`src/rtl/usb_rx_pkg.sv`:
```
// Shared state encoding and line-protocol constants for the USB receive sequencer.
package usb_rx_pkg;

  localparam logic [2:0] SYNC_MIN_ZEROS = 3'd6;
  localparam logic [2:0] EOP_SE0_BITS   = 3'd2;

  typedef enum logic [2:0] {
    ST_IDLE   = 3'd0,
    ST_SYNC   = 3'd1,
    ST_PACKET = 3'd2,
    ST_EOP    = 3'd3,
    ST_DONE   = 3'd4,
    ST_ERR    = 3'd5
  } rx_state_e;

endpackage

```
`src/rtl/usb_rx_run_counter.sv`:
```
// Saturating 3-bit run-length counter; clear together with increment loads 1.
module usb_rx_run_counter (
  input  logic       clk_i,
  input  logic       rst_i,
  input  logic       clr_i,
  input  logic       inc_i,
  output logic [2:0] cnt_o
);

  logic [2:0] cnt_q, cnt_d;

  always_comb begin
    cnt_d = cnt_q;
    if (clr_i) begin
      cnt_d = inc_i ? 3'd1 : '0;
    end else if (inc_i && (cnt_q != 3'd7)) begin
      cnt_d = cnt_q + 3'd1;
    end
  end

  always_ff @(posedge clk_i or posedge rst_i) begin
    if (rst_i) cnt_q <= '0;
    else       cnt_q <= cnt_d;
  end

  assign cnt_o = cnt_q;

endmodule

```
`src/rtl/usb_rx_sequencer.sv`:
```
// Packet framing ahead of the bit unstuffer: SYNC detection, data forwarding,
// EOP validation and packet-length overrun abort.
module usb_rx_sequencer
  import usb_rx_pkg::*;
#(
  parameter logic [9:0] MAX_PKT_BITS = 10'd1000
) (
  input  logic       clk,
  input  logic       rst,
  input  logic       bstr_in,
  input  logic       bit_valid,
  input  logic       se0_in,
  output logic       bstr_out,
  output logic       bstr_out_avail,
  output logic       pkt_done,
  output logic       pkt_start,
  output logic       rx_err,
  output logic       busy,
  output logic [9:0] bit_cnt
);

  rx_state_e  state_q, state_d;
  logic [9:0] bit_cnt_q, bit_cnt_d;
  logic       start_q, start_d;
  logic [2:0] zero_run, se0_run;
  logic       zr_clr, zr_inc, se_clr, se_inc;
  logic       data_bit, se0_bit, overrun;

  assign data_bit = bit_valid && !se0_in;
  assign se0_bit  = bit_valid && se0_in;
  assign overrun  = data_bit && (bit_cnt_q == MAX_PKT_BITS);

  usb_rx_run_counter u_zero_run (
    .clk_i (clk),
    .rst_i (rst),
    .clr_i (zr_clr),
    .inc_i (zr_inc),
    .cnt_o (zero_run)
  );

  usb_rx_run_counter u_se0_run (
    .clk_i (clk),
    .rst_i (rst),
    .clr_i (se_clr),
    .inc_i (se_inc),
    .cnt_o (se0_run)
  );

  always_comb begin
    state_d        = state_q;
    bit_cnt_d      = bit_cnt_q;
    start_d        = start_q;
    zr_clr         = 1'b0;
    zr_inc         = 1'b0;
    se_clr         = 1'b0;
    se_inc         = 1'b0;
    bstr_out_avail = 1'b0;
    pkt_start      = 1'b0;
    pkt_done       = 1'b0;
    rx_err         = 1'b0;
    unique case (state_q)
      ST_IDLE: begin
        if (data_bit && !bstr_in) begin
          state_d = ST_SYNC;
          zr_clr  = 1'b1;
          zr_inc  = 1'b1;
        end
      end
      ST_SYNC: begin
        if (se0_bit) begin
          state_d = ST_IDLE;
          zr_clr  = 1'b1;
        end else if (data_bit) begin
          if (!bstr_in) begin
            zr_inc = 1'b1;
          end else begin
            zr_clr = 1'b1;
            if (zero_run >= SYNC_MIN_ZEROS) begin
              state_d   = ST_PACKET;
              bit_cnt_d = '0;
              start_d   = 1'b1;
            end else begin
              state_d = ST_IDLE;
            end
          end
        end
      end
      ST_PACKET: begin
        // pkt_start waits for the first valid cycle so gapped streams still see it once.
        if (bit_valid) begin
          pkt_start = start_q;
          start_d   = 1'b0;
        end
        if (se0_bit) begin
          state_d        = ST_EOP;
          bstr_out_avail = 1'b1;
          se_clr         = 1'b1;
          se_inc         = 1'b1;
        end else if (overrun) begin
          state_d = ST_ERR;
        end else if (data_bit) begin
          bstr_out_avail = 1'b1;
          bit_cnt_d      = bit_cnt_q + 10'd1;
        end
      end
      ST_EOP: begin
        if (bit_valid) begin
          bstr_out_avail = 1'b1;
          if (se0_in) begin
            if (se0_run == EOP_SE0_BITS) state_d = ST_ERR;
            else                         se_inc  = 1'b1;
          end else if (bstr_in && (se0_run == EOP_SE0_BITS)) begin
            state_d = ST_DONE;
          end else begin
            state_d = ST_ERR;
          end
        end
      end
      ST_DONE: begin
        pkt_done = 1'b1;
        se_clr   = 1'b1;
        state_d  = ST_IDLE;
      end
      ST_ERR: begin
        rx_err  = 1'b1;
        se_clr  = 1'b1;
        state_d = ST_IDLE;
      end
      default: state_d = ST_IDLE;
    endcase
  end

  always_ff @(posedge clk or posedge rst) begin
    if (rst) begin
      state_q   <= ST_IDLE;
      bit_cnt_q <= '0;
      start_q   <= 1'b0;
    end else begin
      state_q   <= state_d;
      bit_cnt_q <= bit_cnt_d;
      start_q   <= start_d;
    end
  end

  assign bstr_out = bstr_in;
  assign busy     = (state_q != ST_IDLE);
  assign bit_cnt  = bit_cnt_q;

endmodule

```
`config.mk`:
```
export PLATFORM = sky130hd
export DESIGN_NAME = usb_rx_sequencer
export DESIGN_NICKNAME = d
export VERILOG_FILES = /design/src/rtl/usb_rx_pkg.sv /design/src/rtl/usb_rx_run_counter.sv /design/src/rtl/usb_rx_sequencer.sv
export SDC_FILE = /design/constraint.sdc
export NUM_CORES = 1
export LEC_CHECK = 0
export ABC_AREA = 1
export BUFFER_PORTS_ARGS = -buffer_cell sky130_fd_sc_hd__buf_2
export CAP_MARGIN = 40
export CORE_UTILIZATION = 57
export CTS_BUF_LIST = sky130_fd_sc_hd__clkbuf_16
export DETAILED_ROUTE_END_ITERATION = 10
export GPL_ROUTABILITY_DRIVEN = 0
export PLACE_DENSITY = 0.77
export SLEW_MARGIN = 0
export SYNTH_ARGS = -nofsm -noshare
export SYNTH_HDL_FRONTEND = slang
export SYNTH_SLANG_ARGS = --single-unit
```
`constraint.sdc`:
```
create_clock -name clk -period 2.2 [get_ports clk]
set_clock_uncertainty 0.15 [all_clocks]
set_input_delay 0.66 -clock clk [delete_from_list [all_inputs] [get_ports clk]]
set_output_delay 0.66 -clock clk [all_outputs]
set_load 0.005 [all_outputs]
```
; ---- Word-level counts from Yosys, hierarchy flattened
; Index checks and enable logic that the tools add are counted.
[totals]
elab_cells = 106
in_bits = 5
out_inout_bits = 16
regBits = 20
[op_classes]
n_mux = 56
reduce_logical = 18
order_cmp = 1
eq_ne = 23
add_sub_neg = 3
[op_table]
columns = cell, count
row1 = 2-to-1 mux 10 bit, 7
row2 = 2-to-1 mux 3 bit, 13
row3 = 2-to-1 mux 1 bit, 27
row4 = "inequality test 2 bit, second input constant", 10
row5 = one-hot mux 10 bit (2 select lines), 1
row6 = "inequality test 3 bit, second input constant", 6
row7 = one-hot mux 1 bit (2 select lines), 6
row8 = one-hot mux 3 bit (4 select lines), 1
row9 = AND reduction 6 bit, 2
row10 = "adder 10 x 1 -> 10 bit, second input constant", 1
row11 = "equality test 10 bit, second input constant", 1
row12 = "equality test 3 x 2 -> 1 bit, second input constant", 3
row13 = AND reduction 8 bit, 1
row14 = logical AND 1 bit, 7
row15 = "adder 3 x 1 -> 3 bit, second input constant", 2
row16 = "equality test 3 bit, second input constant", 2
row17 = nonzero test 2 bit, 3
row18 = "equality test 3 x 1 -> 1 bit, second input constant", 1
row19 = ">= comparator 3 bit, second input constant", 1
row20 = logical NOT 3 bit, 1
row21 = nonzero test 3 bit, 1
row22 = logical NOT 1 bit, 2
row23 = 2-to-1 mux 2 bit, 1
row24 = OR reduction 2 bit, 1

; ---- Longest topological paths before layout
; Gate-level depths: netlist (run 1).
[logic_depth]
depth_word = 8
depth_mapped = 10
ltp_nobuf = 10

; ---- By module
; A second synthesis (run 1) with hierarchy kept.
[hier_totals]
hier_cells = 222
area_unflattened_um2 = 1534.0
[by_module_without_submodules]
columns = mod, n_inst, cells_each, seq_area_each_um2, area_each_um2
row1 = usb_rx_sequencer, 1, 176, 350.3, 1183.6
row2 = usb_rx_run_counter, 2, 23, 75.1, 175.2

; ---- Worst setup path before layout (run 1)
; OpenSTA, ideal clock, no wires.
[synth_path]
path_kind = flip-flop to output port
start = register bit_cnt_q[0] (netlist: bit_cnt[0])
end = output bstr_out_avail
stages_incl_launch_ff = 8
slack_ns = 0.323
arrival_ns = 1.067
n_path_buf = 0
required_ns = 1.390
path_cell_list = dfrtp_1 -> inv_1 -> ha_1 -> nand2_1 -> nor2_1 -> nand3_1 -> nand2_1 -> nand3_1
[synth_via]
elab_chain_len = 5
[synth_rtl]
columns = element, line_no
row1 = start: declaration, usb_rx_sequencer.sv:23  ; logic [9:0] bit_cnt_q, bit_cnt_d;
row2 = start signal: assignment, usb_rx_sequencer.sv:140  ; bit_cnt_q <= bit_cnt_d;
row3 = equality test 10 bit, usb_rx_sequencer.sv:31  ; assign overrun = data_bit && (bit_cnt_q == MAX_PKT_BITS);
row4 = logical AND 1 bit, usb_rx_sequencer.sv:31
row5 = 2-to-1 mux 1 bit, usb_rx_sequencer.sv:99  ; end else if (overrun) begin
row6 = 2-to-1 mux 1 bit, usb_rx_sequencer.sv:94  ; if (se0_bit) begin
row7 = one-hot mux 1 bit (2 select lines), usb_rx_sequencer.sv:61  ; unique case (state_q)
row8 = end: declaration, usb_rx_sequencer.sv:14  ; output logic bstr_out_avail,
; No other way between the ends.

; ---- Worst setup path in the final report (run 1)
[layout_path]
start = register bit_cnt_q[1] (netlist: bit_cnt[1])
end = output bstr_out_avail
; The elaborated chain is that of the path after synthesis.

==> flow_summary.ini, run 1 <==
[setup_path]
crit_chain = inv_1 -> ha_2 -> nand2_2 -> nor2_4 -> nand3_2 -> nand2_2 -> nand3_2 -> buf_2
crit_fanout = 2
cp-startpoint = bit_cnt[1]$_DFFE_PP0P_
cp_data_required_time_ns = 1.39
crit-reg2reg-launch = bit_cnt[1]$_DFFE_PP0P_
worstPathArrival_ns = 1.40
rrSetupSlack_ns = 0.34
max_stage_delay_ns = 0.38
crit_buf_inv = 2
crit_type = flip-flop to output port
critPathTopFamily = simple AND/OR/NAND/NOR gates
crit_path_start_kind = flip-flop
setup.worst_path.end_class = output port
crit_slowest_cell = dfrtp_1

[clock_tree]
path_clk_slew_ns = 0.06
max-clock-path-buffers = 2
ctsRootBufferMaster = clkbuf_16
cts_hold_buf = 0
clk_latency_ns = 0.25
htreeDepth = 1
cts_num_sinks = 20
cts_tree = yes
numCtsBuffers = 3

[synthesis]
async_flop_share_pct = 100
synth_top_family_by_area = simple AND/OR/NAND/NOR gates
synth-compound-area-share_pct = 7.03
synth-adder-area-share_pct = 5.79
synth.cells.most_frequent = 74 x nand2_1, 27 x inv_1, 23 x nor2_1, 21 x nand3_1, 20 x dfrtp_1
syn_nets = 234
synth_most_common_cell = nand2_1
synthFlopType = dfrtp_1
synth_seq_area_share_pct = 33.1
synth_area_leaders = dfrtp_1 33%, nand2_1 18%, nand3_1 6.9%, inv_1 6.7%, ha_1 5.8%
synthMuxAreaShare_pct = 0
synth_top_area_cell = dfrtp_1
yosysWarningCount = 0
synth.top_cell.area_share_pct = 33.1
synth_area_per_cell_um2 = 6.81
syn_inst = 222
synthSimpleGateAreaFrac_pct = 43.8
syn_area_um2 = 1510
synth-xor-area-share_pct = 0.579
synthDistinctLibCells = 24
synth_seq_cells = 20
synth_edf_count = 0

[timing]
max_freq_mhz = 452
final.period_utilization_pct = 100
slew_violations = 0
setup_viol = 1
tightest_slew_ns = 0.284
fin_ws_ns = -0.0104
relSlewSlack_pct = 81.0
post-route-min-period_ns = 2.21
hold_violations = 0
rsz0062_at_grt = yes

[grt]
grt_antenna_before_repair = 0
grt_first_pass_wirelength_mm = 5.46
grt_pass1_vias = 1314
grt_usage_pct = 26.7
grt_overflow = 0
grt_max_degree = 15

[die]
fp.dieH_um = 53.5
die_area_um2 = 2860
rows = 18
core-area_um2 = 2500
die_w_um = 53.5
io_pins = 21
start_util_pct = 60.5

[drt]
drtIter0Drc = 32
drc = 0
ant_nets = 0
wire_per_inst_um = 11.8
num_vias = 1486
viasPerCell = 5.25
firstDrtPassIters = 4
routed_wl_mm = 3.33

[run_status]
failed_checks = negative setup slack
outcome = finished with violations

[final_layout]
area_growth_pct = 19.4
drive_above_1_share_pct = 21.7
fin_util_pct = 72.3
n_antenna_cell = 0
nets = 266
final_cells = 283

[placed_design]
dp.cells = 274
dp_hpwl_mm = 2.30
port_buffers = 20

[worst_hold_path]
hp-class = input port to async pin

[power_and_ir_drop]
ir_drop_mv = 0.664
p_leak_nw = 1.01
report.power.total_mw = 1.46
pwr_density_cell_nw_per_um2 = 810

[flow_run]
cap_violations = 0
report_power, final:
part | internal [mW] | total (mW) | switching (mW)
registers | 0.447 | 0.540 | 0.0931
clock network | 0.243 | 0.386 | 0.144
logic | 0.202 | 0.537 | 0.335
total | 0.891 | 1.46 | 0.572
cells in the final DEF (no fill, tap or decap), types with 3 or more instances in the layout:
cell type	count
inv_2	4
inv_1	27
nand2_2	6
a21oi_1	7
buf_2	20
dfrtp_1	19
nand4_1	6
ha_1	6
clkbuf_16	3
nand3b_1	4
nand2_1	72
o21bai_1	3
nor2_1	22
buf_4	11
o21ai_0	6
nand2_4	3
nand3_1	19
cells by family (layout without fill, tap and decap cells):
family,count (synthesis),after routing
AND/OR/NAND/NOR,140,140
AO/OA/AOI/OAI,19,19
adder cells (fa/ha/maj),7,7
XOR/XNOR,1,1
buffers and inverters,35,66
flip-flops,20,20
metal layers:
| metal | track usage, % | up-vias | part of all wire (%) |
|---|---|---|---|
| met3 | 4.60 | 6 | 3.6 |
| met5 | 0 | - | 0 |
| li1 | - | 767 | - |
| met1 | 31.8 | 686 | 45 |
| met2 | 45.2 | 27 | 50 |
| met4 | 14.5 | 0 | 1.3 |
timing repair:
item                                    in CTS  in global routing
buffers inserted                             3                  2
endpoints found under the setup margin       1                  1
pin swaps                                    2                  3
hold endpoints to repair                     0                  0
gates resized for setup                      3                  5
area by class of cell:
cell class | instances | area, µm²
Clock inverter | 1 | 3.75
Multi-Input combinational cell | 167 | 890
Fill cell | 221 | 693
Sequential cell | 20 | 502
Timing Repair Buffer | 31 | 183
Clock buffer | 3 | 75.1
Inverter | 31 | 116
Tap cell | 30 | 37.5
worst reg2reg max path: stages (launching register included):
cell	delay (ns)
dfrtp_1	0.38
inv_1	0.06
ha_2	0.17
nand2_2	0.06
nor2_4	0.13
nand3_2	0.09
buf_4	0.15
buf_4	0.13
nand2_1	0.06
nand2_2	0.12
nand2_4	0.16
nand2_1	0.07
nand2_1	0.07
final timing paths:
path	to	depth (start not counted)
setup / recovery	bstr_out_avail	8
hold / removal	u_zero_run.cnt_o[1]$_DFFE_PP0P_	2
setup reg to reg	bit_cnt[9]$_DFFE_PP0P_	12
hold reg to reg	start_q$_DFFE_PP0P_	2
max in group asynchronous	u_se0_run.cnt_o[1]$_DFFE_PP0P_	3
min in group clk	start_q$_DFFE_PP0P_	2
per-stage QoR:
step,setup slack [ns],hold slack [ns],area [µm²],setup TNS (ns)
6_report,-0.0104,0.167,1810,-0.0104
2_1_floorplan,0.323,0.342,1510,0
3_5_place_dp,0.126,0.361,1660,0
4_1_cts,0.0109,0.175,1770,0
3_3_place_gp,0.156,0.365,1660,0
5_1_grt,-0.105,0.192,1810,-0.105
state kept, by name, summed over array words and instances (netlist names):
signal	flops
bit_cnt	10
state_q	3
u_se0_run.cnt_o	3
u_zero_run.cnt_o	3
start_q	1
(Power assumes the default switching activity.)
==> run 2: changes to the inputs <==
==> constraint.sdc (replaced) <==
create_clock -name clk -period 2.1 [get_ports clk]
set_clock_uncertainty 0.15 [all_clocks]
set_input_delay 0.63 -clock clk [delete_from_list [all_inputs] [get_ports clk]]
set_output_delay 0.63 -clock clk [all_outputs]
set_load 0.005 [all_outputs]
==> flow_summary.ini, run 2 (synthesis gave the netlist of run 1 again) <==
[run_status]
outcome = finished with violations
failed_checks = negative setup slack

[placed_design]
port_buffers = 20
dp_hpwl_mm = 2.48
place_ws_ns = 0.153
dp.cells = 275
place_area_um2 = 1670

[setup_path]
setup.worst_path.end_class = output port
worstPathArrival_ns = 1.36
cp_data_required_time_ns = 1.32
crit_type = flip-flop to output port
cp.depth = 8
reg2reg_depth = 11
crit_chain = inv_1 -> ha_2 -> nand2_2 -> nor2_4 -> nand3_2 -> nand2_1 -> nand3_1 -> buf_2
crit_slowest_cell = dfrtp_1
crit_path_start_kind = flip-flop
crit_fanout = 2
crit_buf_inv = 2
max_stage_delay_ns = 0.37
critPathTopFamily = simple AND/OR/NAND/NOR gates

[clock_tree]
numCtsBuffers = 3
max-clock-path-buffers = 2
clk_latency_ns = 0.25
ctsRootBufferMaster = clkbuf_16
htreeDepth = 1
cts_num_sinks = 20
cts_tree = yes
path_clk_slew_ns = 0.05
cts_hold_buf = 0

[power_and_ir_drop]
ir_drop_mv = 0.671
p_leak_nw = 1.00
report.power.total_mw = 1.54
pwr_density_cell_nw_per_um2 = 850

[final_layout]
final_common_cell = nand2_1
nets = 266
final_cells = 283
fill_cells = 220
drive_above_1_share_pct = 21.7
stdcell_area_um2 = 1810
area_growth_pct = 19.4
n_antenna_cell = 0
multi_input_area_um2 = 890
largest_reg_flops = 10
mostFrequentLayoutCells = 72 x nand2_1, 26 x inv_1, 22 x nor2_1
regArea_um2 = 502

[drt]
firstDrtPassIters = 4
num_vias = 1467
ant_nets = 0
wire_per_inst_um = 11.6
routed_wl_mm = 3.28
drtIter0Drc = 18
drc = 0
viasPerCell = 5.18

[die]
die_area_um2 = 2860
fp.dieH_um = 53.5
rows = 18
core-area_um2 = 2500
die_w_um = 53.5
start_util_pct = 60.5
io_pins = 21

[worst_hold_path]
hp-class = input port to async pin

[timing]
fin_tns_setup_ns = -0.0405
hold_violations = 0
tightest_slew_ns = 0.277
relSlewSlack_pct = 81.4
fin_ws_ns = -0.0405
final.period_utilization_pct = 102
max_freq_mhz = 467
slew_violations = 0
rsz0062_at_grt = yes
post-route-min-period_ns = 2.14
setup_viol = 1

[grt]
grt_overflow = 0
grt_max_degree = 21
grt_first_pass_wirelength_mm = 5.26
grt_antenna_before_repair = 0
grt_pass1_vias = 1260
grt_usage_pct = 26.1

[flow_run]
cap_violations = 0
[run 2: cell count changes in the layout (fill, tap and decap cells not counted)]
cell / previous run / this run
inv_1: 27 / 26
inv_2: 4 / 5
nand2_2: 6 / 5
nand2_4: 3 / 4
nand3_1: 19 / 20
nand3_2: 2 / 1
[run 2: area by class of cell]
class	instances	share of cell area, %
multi-input combinational	167	49.2
clock inverter	1	0.208
sequential	20	27.8
tap	30	2.08
inverter	31	6.44
clock buffer	3	4.16
timing repair buffer	31	10.1
[run 2: metrics by stage]
stage          hold slack, ns  util (%)
2_1_floorplan           0.342         -
3_3_place_gp            0.369      66.9
3_5_place_dp            0.369      66.9
4_1_cts                 0.254      70.4
5_1_grt                 0.277      72.3
6_report                0.246      72.3
[run 2: timing repair]
item                                   4_1_cts  5_1_grt
buffers inserted                             1        3
pin swaps                                    1        3
endpoints found under the hold margin        0        0
setup endpoints to repair                    2        2
gates resized for setup                      1        8
[run 2: per-layer routing]
layer	part of all wire, %	wire length, µm	vias up	GRT usage [%]
met2	50	1630	24	48.5
met1	46	1520	672	28.7
met3	2.3	77	5	4.02
met5	0	0	-	0
li1	-	-	766	-
met4	1.3	44	0	11.4
[run 2: worst reg2reg max path, cell delays in order, from the launching register on]
cell     delay [ns]
dfrtp_1        0.41
inv_2          0.08
nand2_4        0.07
nor2_8         0.13
buf_4          0.14
inv_2          0.09
nand2_1        0.13
inv_2          0.07
nor2_8         0.14
nand2_4        0.12
nand2_1        0.09
nand2_1        0.06
[run 2: power by group]
part           switching, mW  leakage (nW)  internal, mW  total (mW)
clock                  0.137        0.0385         0.254       0.391
sequential            0.0954         0.267         0.469       0.564
combinational          0.363         0.696         0.218       0.581
total                  0.596          1.00         0.940        1.54
[run 2: path summary, 6_finish.rpt]
| kind | startpoint | endpoint | slack (ns) |
|---|---|---|---|
| max in group asynchronous | rst | state_q[0]$_DFFE_PP0P_ | 1.30 |
| hold / removal | rst | u_zero_run.cnt_o[1]$_DFFE_PP0P_ | 0.25 |
| min in group clk | start_q$_DFFE_PP0P_ | start_q$_DFFE_PP0P_ | 0.38 |
| setup reg to reg | state_q[2]$_DFFE_PP0P_ | bit_cnt[6]$_DFFE_PP0P_ | 0.31 |
| setup / recovery | bit_cnt[0]$_DFFE_PP0P_ | bstr_out_avail | -0.04 |
| hold reg to reg | start_q$_DFFE_PP0P_ | start_q$_DFFE_PP0P_ | 0.38 |
